===== src/rtl/des_pkg.sv =====
// Shared types and status encodings for the DES request master.
package des_pkg;

  typedef enum logic [1:0] {
    IDLE  = 2'b00,
    ISSUE = 2'b01,
    WAIT  = 2'b10,
    RESP  = 2'b11
  } des_req_state_e;

  typedef logic [63:0] des_block_t;

  localparam logic [1:0] ST_OK       = 2'b00;
  localparam logic [1:0] ST_CORE_ERR = 2'b01;
  localparam logic [1:0] ST_TIMEOUT  = 2'b10;

endpackage


===== src/rtl/des_req_master.sv =====
// Host-side initiator for the DES core: accepts one command, issues it, waits
// for the result (with timeout) and returns data plus status downstream.
module des_req_master
  import des_pkg::*;
#(
  parameter int TIMEOUT_CYCLES = 64,
  parameter int CNT_W          = $clog2(TIMEOUT_CYCLES + 1)
) (
  input  logic       clk_in,
  input  logic       rst_n_in,
  input  logic       cmd_valid_in,
  output logic       cmd_ready_out,
  input  des_block_t cmd_data_in,
  input  des_block_t cmd_key_in,
  input  logic       cmd_mode_in,
  input  logic       cmd_verify_in,
  output logic       rsp_valid_out,
  input  logic       rsp_ready_in,
  output des_block_t rsp_data_out,
  output logic [1:0] rsp_status_out,
  output des_block_t des_data_out,
  output des_block_t des_key_out,
  output logic       des_mode_out,
  output logic       des_verify_out,
  output logic       des_in_valid_out,
  input  logic       des_ready_in,
  input  des_block_t des_result_in,
  input  logic       des_result_valid_in,
  input  logic       des_err_in,
  output logic       busy_out,
  output logic       stray_out
);

  localparam logic [CNT_W-1:0] CNT_LAST = CNT_W'(TIMEOUT_CYCLES - 1);

  des_req_state_e   state;
  logic [CNT_W-1:0] wait_cnt;

  // Handshake outputs decode the state register only, so no input reaches an
  // output combinationally.
  assign cmd_ready_out    = (state == IDLE);
  assign des_in_valid_out = (state == ISSUE);
  assign rsp_valid_out    = (state == RESP);
  assign busy_out         = (state != IDLE);

  always_ff @(posedge clk_in or negedge rst_n_in) begin
    if (!rst_n_in) begin
      state          <= IDLE;
      wait_cnt       <= '0;
      stray_out      <= 1'b0;
      des_data_out   <= '0;
      des_key_out    <= '0;
      des_mode_out   <= 1'b0;
      des_verify_out <= 1'b0;
      rsp_data_out   <= '0;
      rsp_status_out <= ST_OK;
    end else begin
      // Any result outside WAIT is dropped but remembered until reset.
      if (des_result_valid_in && (state != WAIT)) begin
        stray_out <= 1'b1;
      end

      case (state)
        IDLE: begin
          if (cmd_valid_in) begin
            des_data_out   <= cmd_data_in;
            des_key_out    <= cmd_key_in;
            des_mode_out   <= cmd_mode_in;
            des_verify_out <= cmd_verify_in;
            state          <= ISSUE;
          end
        end

        ISSUE: begin
          if (des_ready_in) begin
            wait_cnt <= '0;
            state    <= WAIT;
          end
        end

        WAIT: begin
          wait_cnt <= wait_cnt + CNT_W'(1);
          // A result in the timeout cycle still takes priority.
          if (des_result_valid_in) begin
            rsp_data_out   <= des_result_in;
            rsp_status_out <= des_err_in ? ST_CORE_ERR : ST_OK;
            state          <= RESP;
          end else if (wait_cnt == CNT_LAST) begin
            rsp_data_out   <= '0;
            rsp_status_out <= ST_TIMEOUT;
            state          <= RESP;
          end
        end

        RESP: begin
          if (rsp_ready_in) begin
            state <= IDLE;
          end
        end

        default: state <= IDLE;
      endcase
    end
  end

endmodule

===== config.mk =====
export PLATFORM = sky130hd
export DESIGN_NAME = des_req_master
export DESIGN_NICKNAME = d
export VERILOG_FILES = /design/src/rtl/des_pkg.sv /design/src/rtl/des_req_master.sv
export SDC_FILE = /design/constraint.sdc
export NUM_CORES = 1
export LEC_CHECK = 0
export CORE_AREA = 2 2 158 160
export CTS_BUF_LIST = sky130_fd_sc_hd__clkbuf_4 sky130_fd_sc_hd__clkbuf_8
export DETAILED_ROUTE_END_ITERATION = 8
export DIE_AREA = 0 0 160 162
export HOLD_SLACK_MARGIN = 0.03
export MAX_ROUTING_LAYER = met4
export PLACE_DENSITY = 0.73
export SLEW_MARGIN = 10
export SYNTH_ARGS = -nofsm -noshare
export SYNTH_HDL_FRONTEND = slang
export SYNTH_SLANG_ARGS = --single-unit

===== constraint.sdc =====
create_clock -name clk_in -period 1.75 [get_ports clk_in]
set_input_delay 0.175 -clock clk_in [delete_from_list [all_inputs] [get_ports clk_in]]
set_output_delay 0.175 -clock clk_in [all_outputs]
set_load 0.02 [all_outputs]

==> results.md, run 1 <==
* Status: complete, no violations
* Maximum clock insertion buffer count at 3
* Syn Area/Cell at 15.7 sq um
* Hold Crit Class: input port to async pin
* CTS tree: yes
* Initial antenna violation count at 0
* Fin crit share at 0.975
* Clk Latency, worst-skew pair at 510 ps
* Pin count of the biggest net entering global routing at 58
* Levels on crit path at 6
* Post-synthesis cell type with the largest combined area: dfrtp_1
* HPWL Detailed at 17800 um
* Synth async-reset ratio at 1.00
* Synthesized area at 0.00780 sq mm
* Vias per std cell at 4.68
* Die Ht at 162 um
* Lkg Pwr at 5.78 nW
* Fmax at 586 MHz
* Synth Flop Type: dfrtp_1
* Worst Path Buf+Inv at 1
* Gpl congestion at 0.834
* Crit-path max FO at 4
* Total design power at 25.3 mW
* Worst slew pin tran at 431 ps
* DR iter-0 viols at 330
* Min Hold Slack at 181 ps
* CTS root buf: clkbuf_8
* Max_cap viols at 0
* DR pass1 iterations at 6
* Ys Warns at 0
* Worst path required time at 2130 ps
* Clock sinks at 206
* Proportion of layout cells with a drive suffix above 1 at 0.244
* Crit path capture type: flop
* RSZ-0062 raised after global routing: yes
* Placed cell area at 0.0124 sq mm
* Sequential share of the synthesized area at 0.661
* Crit-path cells: inv_2, ha_4, nor2b_4, a221o_1, o21ba_4, mux2_4
* DRC errors left at 0
* Initial Util at 0.324
* Final count of hold timing violations at 0
* Final Max Slew Viols at 0
* Slowest Stage Delay on Critical Path at 410 ps
* I/O pins at 402
* Number of core rows at 57
* # diodes at 0
* Minimum clock period at 1710 ps
* Unique masters post-synth at 36
* Total placed cells including tap cells at 1218
* Critical Path Start: state[1]
* Top delay family on crit path: compound AO/OA/AOI/OAI gates
* Post-synth EDFFs at 0
* Finish-stage setup viols at 0
* RR Startpoint: state[1]
* Top-count cell post-synth: dfrtp_1
* List of most frequent post-synthesis cells: 206 x dfrtp_1, 131 x mux2_2, 65 x a22o_1, 12 x buf_2, 10 x clkbuf_1
* IO buf count at 401
* Synth Register Bits at 206
* Top-area cell type share of the netlist area at 0.661
* Final Skew at 17.5 ps
* Area enclosed by the die boundary at 0.0259 sq mm
* Grt total ovfl at 0
* R2R cell count at 6
* Area Growth Syn to Fin at 68.8%
* Routed Antenna Nets at 0
* Nets@finish at 1142
* Worst slew margin at 0.713
* Chip width at 160 um
* Crit path DAT at 2080 ps
* Synth area leaders: dfrtp_1 66%, mux2_2 19%, a22o_1 7.3%
* Slowest-stage cell, CP: dfrtp_1
* Reg clk slew, reported paths at 60 ps
* Syn Nets at 703
* Post-route insts no fill at 1275
* Final Cell Area at 0.0132 sq mm
* Vias in the first global route at 6289
* Gate Count Post-Synth at 496
* Overall global routing resource usage at 0.185
* Crit path kind: flop to flop
* H-tree depth at 2
* RR Endpoint: state[1]
* CTS buffer count at 36
* Detailed-route via count at 5969
* Crit path capture: state[1]
* Power Dens Cells at 1920 mW/mm^2
* VDD IR-drop max at 0.923 mV
* Setup tns final at 0 ps
* Post-DR wirelength/cell at 18.7 um
* Core area at 0.0241 sq mm
* Crit start category: flop
* Reg2reg setup slack at 40 ps
* First-pass GRT wire length at 36500 um
* Final WL at 23800 um
==> power breakdown <==
part,switching (mW),internal [mW],total [mW]
Sequential,1.31,7.11,8.42
Combinational,5.92,6.76,12.7
Clock,1.85,2.34,4.20
==> through the flow <==
stage	util	worst slack, ps
final	0.546	44.5
after global routing	0.546	-23.3
after CTS	0.543	0.352
after detailed placement	0.515	-112
after global placement	0.515	-7.64
after floorplan	-	-25.3
==> routing by layer <==
metal,up-vias,GRT usage,wire (um)
li1,2678,-,-
met4,0,0.0672,697
met5,-,-,0
met2,254,0.314,12200
met1,2979,0.216,9340
met3,58,0.0447,1540
==> layout make-up <==
type,instances,area (sq um)
Fill cell,2044,10900
Tap cell,324,405
Timing Repair Buffer,431,4380
Multi-Input combinational cell,252,2520
Clock inverter,4,27.5
Sequential cell,206,5160
Inverter,8,32.5
Clock buffer,50,644
==> worst min-delay path by stage <==
| stage | startpoint | end | cells past startpoint |
|---|---|---|---|
| 2_1_floorplan | rst_n_in | des_data_out[0] | 0 |
| 3_3_place_gp | rst_n_in | rsp_data_out[1] | 1 |
| 3_5_place_dp | rst_n_in | rsp_data_out[61] | 1 |
| 4_1_cts | rst_n_in | rsp_data_out[61] | 2 |
| 5_1_grt | rst_n_in | rsp_data_out[61] | 2 |
| 6_report | rst_n_in | rsp_data_out[61] | 2 |
==> cells by family (layout without fill, tap and decap cells) <==
group / Yosys count / after routing / share of synthesized area
flip-flops: 206 / 206 / 0.661
multiplexers: 133 / 133 / 0.192
buffers and inverters: 38 / 493 / 0.0270
AND/OR/NAND/NOR: 26 / 26 / 0.0180
XOR/XNOR: 2 / 2 / 0.00225
AO/OA/AOI/OAI: 85 / 85 / 0.0906
adder cells (fa/ha/maj): 6 / 6 / 0.00962
==> worst reg2reg max path, cell delays in order, from the launching register on <==
cell and delay, ps:
dfrtp_1 410, inv_2 100, ha_4 170, nor2b_4 120, a221o_1 270, o21ba_4 230
mux2_4 290
==> registers in the layout (all words and copies together) (netlist names), 2 cells and up <==
signal          count
des_data_out       64
des_key_out        64
rsp_data_out       64
wait_cnt            7
rsp_status_out      2
state               2
==> placed cells by master, fill, tap and decap left out, types with 3 or more instances in the layout <==
master,netlist,routed
clkdlybuf4s50_1,0,378
dfrtp_1,206,205
mux2_2,131,130
a22o_1,65,65
clkbuf_8,0,44
buf_4,0,18
dlymetal6s2s_1,0,13
buf_12,0,9
nor2_1,7,7
clkbuf_4,0,7
inv_1,8,6
o21ai_0,5,5
dlygate4sd2_1,0,5
nand2_1,5,4
a21oi_1,4,4
ha_1,6,3
clkinvlp_4,0,3
buf_6,7,3
==> what timing repair did <==
action                                  in CTS  in global routing
hold buffers                                 1                  0
endpoints found under the setup margin      92                 57
setup buffers                                0                  2
resized for setup                           20                 24
hold endpoints to repair                   128                  0
pin swaps                                    0                  2
No activity file was read; power rests on OpenSTA's default activity.
==> run 2, diff against run 1 <==
--- a/config.mk
+++ b/config.mk
@@ -5,13 +5,14 @@
 export SDC_FILE = /design/constraint.sdc
 export NUM_CORES = 1
 export LEC_CHECK = 0
-export CORE_AREA = 2 2 158 160
+export CORE_ASPECT_RATIO = 1.25
+export CORE_MARGIN = 10
+export CORE_UTILIZATION = 30
 export CTS_BUF_LIST = sky130_fd_sc_hd__clkbuf_4 sky130_fd_sc_hd__clkbuf_8
 export DETAILED_ROUTE_END_ITERATION = 8
-export DIE_AREA = 0 0 160 162
 export HOLD_SLACK_MARGIN = 0.03
 export MAX_ROUTING_LAYER = met4
-export PLACE_DENSITY = 0.73
+export PLACE_DENSITY = 0.69
 export SLEW_MARGIN = 10
 export SYNTH_ARGS = -nofsm -noshare
 export SYNTH_HDL_FRONTEND = slang
==> run 2 against run 1 <==
Compared with the run above: first-iteration DRC count down 34%; worst hold slack improved by 30 ps; clock power is 5.7% higher; die area is 27% higher; final area grew 0.29%; worst setup slack better by 12 ps; global-route usage down 2.7 points; register-to-register slack about the same; clock skew increased by 5.4 ps; sequential share of layout area decreased by 0.11 points; critical endpoint unchanged; largest cell class unchanged; highest routed layer unchanged.
==> results.md, run 2 (synthesized netlist as in run 1, its figures left out) <==
* Final Max Slew Viols at 0
* Maximum clock insertion buffer count at 3
* Crit path capture type: flop
* Nets@finish at 1142
* Most frequent cells in the layout: 387 x clkdlybuf4s50_1, 204 x dfrtp_1, 130 x mux2_2, 65 x a22o_1, 45 x clkbuf_8
* Detailed-route via count at 5921
* Hold Crit Class: input port to async pin
* I/O pins at 402
* Final Skew at 22.8 ps
* Gpl congestion at 0.834
* Post-DR wirelength/cell at 20.6 um
* CTS tree: yes
* Slowest-stage cell, CP: dfrtp_2
* Number of core rows at 65
* Core area at 0.0255 sq mm
* Finish-stage setup viols at 0
* Initial antenna violation count at 0
* Chip width at 164 um
* R2R cell count at 6
* Worst path required time at 2120 ps
* RR Startpoint: state[1]
* Setup tns final at 0 ps
* Area Growth Syn to Fin at 69.3%
* RR Endpoint: state[1]
* Lkg Pwr at 5.71 nW
* Reg clk slew, reported paths at 60 ps
* Crit path DAT at 2060 ps
* CTS root buf: clkbuf_8
* HPWL Detailed at 20400 um
* Proportion of layout cells with a drive suffix above 1 at 0.252
* Top delay family on crit path: compound AO/OA/AOI/OAI gates
* Final WL at 26600 um
* Worst Path Buf+Inv at 1
* Initial Util at 0.306
* Crit path kind: flop to flop
* Vias per std cell at 4.58
* Crit-path max FO at 4
* Reg2reg setup slack at 60 ps
* Area enclosed by the die boundary at 0.0329 sq mm
* Minimum clock period at 1690 ps
* Largest regs: des_data_out (64), des_key_out (64), rsp_data_out (64)
* Clk Latency, worst-skew pair at 500 ps
* Most common cell after layout, fill and taps aside: clkdlybuf4s50_1
* Power Dens Cells at 1940 mW/mm^2
* Min Hold Slack at 212 ps
* VDD IR-drop max at 0.929 mV
* Routed Antenna Nets at 0
* First-pass GRT wire length at 39000 um
* Crit start category: flop
* Fin crit share at 0.968
* Worst slew pin tran at 504 ps
* Crit-path cells: inv_4, ha_4, nor2b_4, a221o_1, o21ba_4, mux2_4
* Fmax at 591 MHz
* Die Ht at 200 um
* IO buf count at 401
* DR pass1 iterations at 4
* Grt total ovfl at 0
* Final count of hold timing violations at 0
* Vias in the first global route at 6319
* CTS buffer count at 36
* Worst slew margin at 0.664
* DRC errors left at 0
* Max_cap viols at 0
* H-tree depth at 2
* Pin count of the biggest net entering global routing at 66
* Slowest Stage Delay on Critical Path at 430 ps
* Status: complete, no violations
* # diodes at 0
* Clock sinks at 206
* Overall global routing resource usage at 0.158
* DR iter-0 viols at 218
[run 2: worst max-delay path by stage]
stage                     slack, ps     endpoint  cells after the start      from
after floorplan                 -30     state[1]                      7  state[1]
after global placement           30  wait_cnt[3]                      6  state[0]
after detailed placement        -50  wait_cnt[3]                      6  state[0]
after CTS                       -50     busy_out                      4  state[0]
after global routing             -8     busy_out                      4  state[0]
final                            60     state[1]                      6  state[1]
[run 2: per-stage QoR]
step | instance area, sq um | util | power [mW] | cells | setup WS, ps
detailed placement | 12400 | 0.488 | 21.4 | 1228 | -50.4
floorplan | 7860 | - | 14.8 | 496 | -25.3
global route | 13200 | 0.519 | 27.0 | 1293 | -7.64
CTS | 13100 | 0.516 | 25.9 | 1290 | -54.2
global placement | 12400 | 0.488 | 21.1 | 1228 | 29.1
finish | 13200 | 0.519 | 25.7 | 1293 | 56.5
[run 2: report_power, final]
group          switching (mW)  internal (mW)  total (mW)  leakage (nW)
sequential               1.27           7.11        8.38          2.49
clock                    1.87           2.57        4.44         0.393
combinational            6.09           6.74        12.8          2.83
[run 2: timing repair]
action,CTS,global route
pin swaps,0,0
hold buffers,1,0
setup endpoints to repair,14,70
gates resized for setup,19,16
hold endpoints to repair,50,0
gates cloned,0,0
buffers inserted,0,3
[run 2: layout make-up]
class / count / area [sq um]
clock buffers: 59 / 718
clock inverters: 2 / 10.0
fillers: 2245 / 12200
inverters: 8 / 35.0
multi-input cells: 252 / 2520
flip-flops and latches: 206 / 5160
well taps: 335 / 419
repair buffers: 431 / 4350
[run 2: worst reg2reg max path, stage by stage, from the launching register on]
cell and delay (ps):
dfrtp_2 430, inv_4 70, ha_4 150, nor2b_4 120, a221o_1 280, o21ba_4 240
mux2_4 290
[run 2: layer usage]
| metal | share of wire | global-route usage | vias to the layer above |
|---|---|---|---|
| met5 | 0 | - | - |
| met4 | 0.031 | 0.0569 | 0 |
| met3 | 0.078 | 0.0432 | 48 |
| met2 | 0.55 | 0.287 | 229 |
| met1 | 0.34 | 0.156 | 2964 |
| li1 | - | - | 2680 |
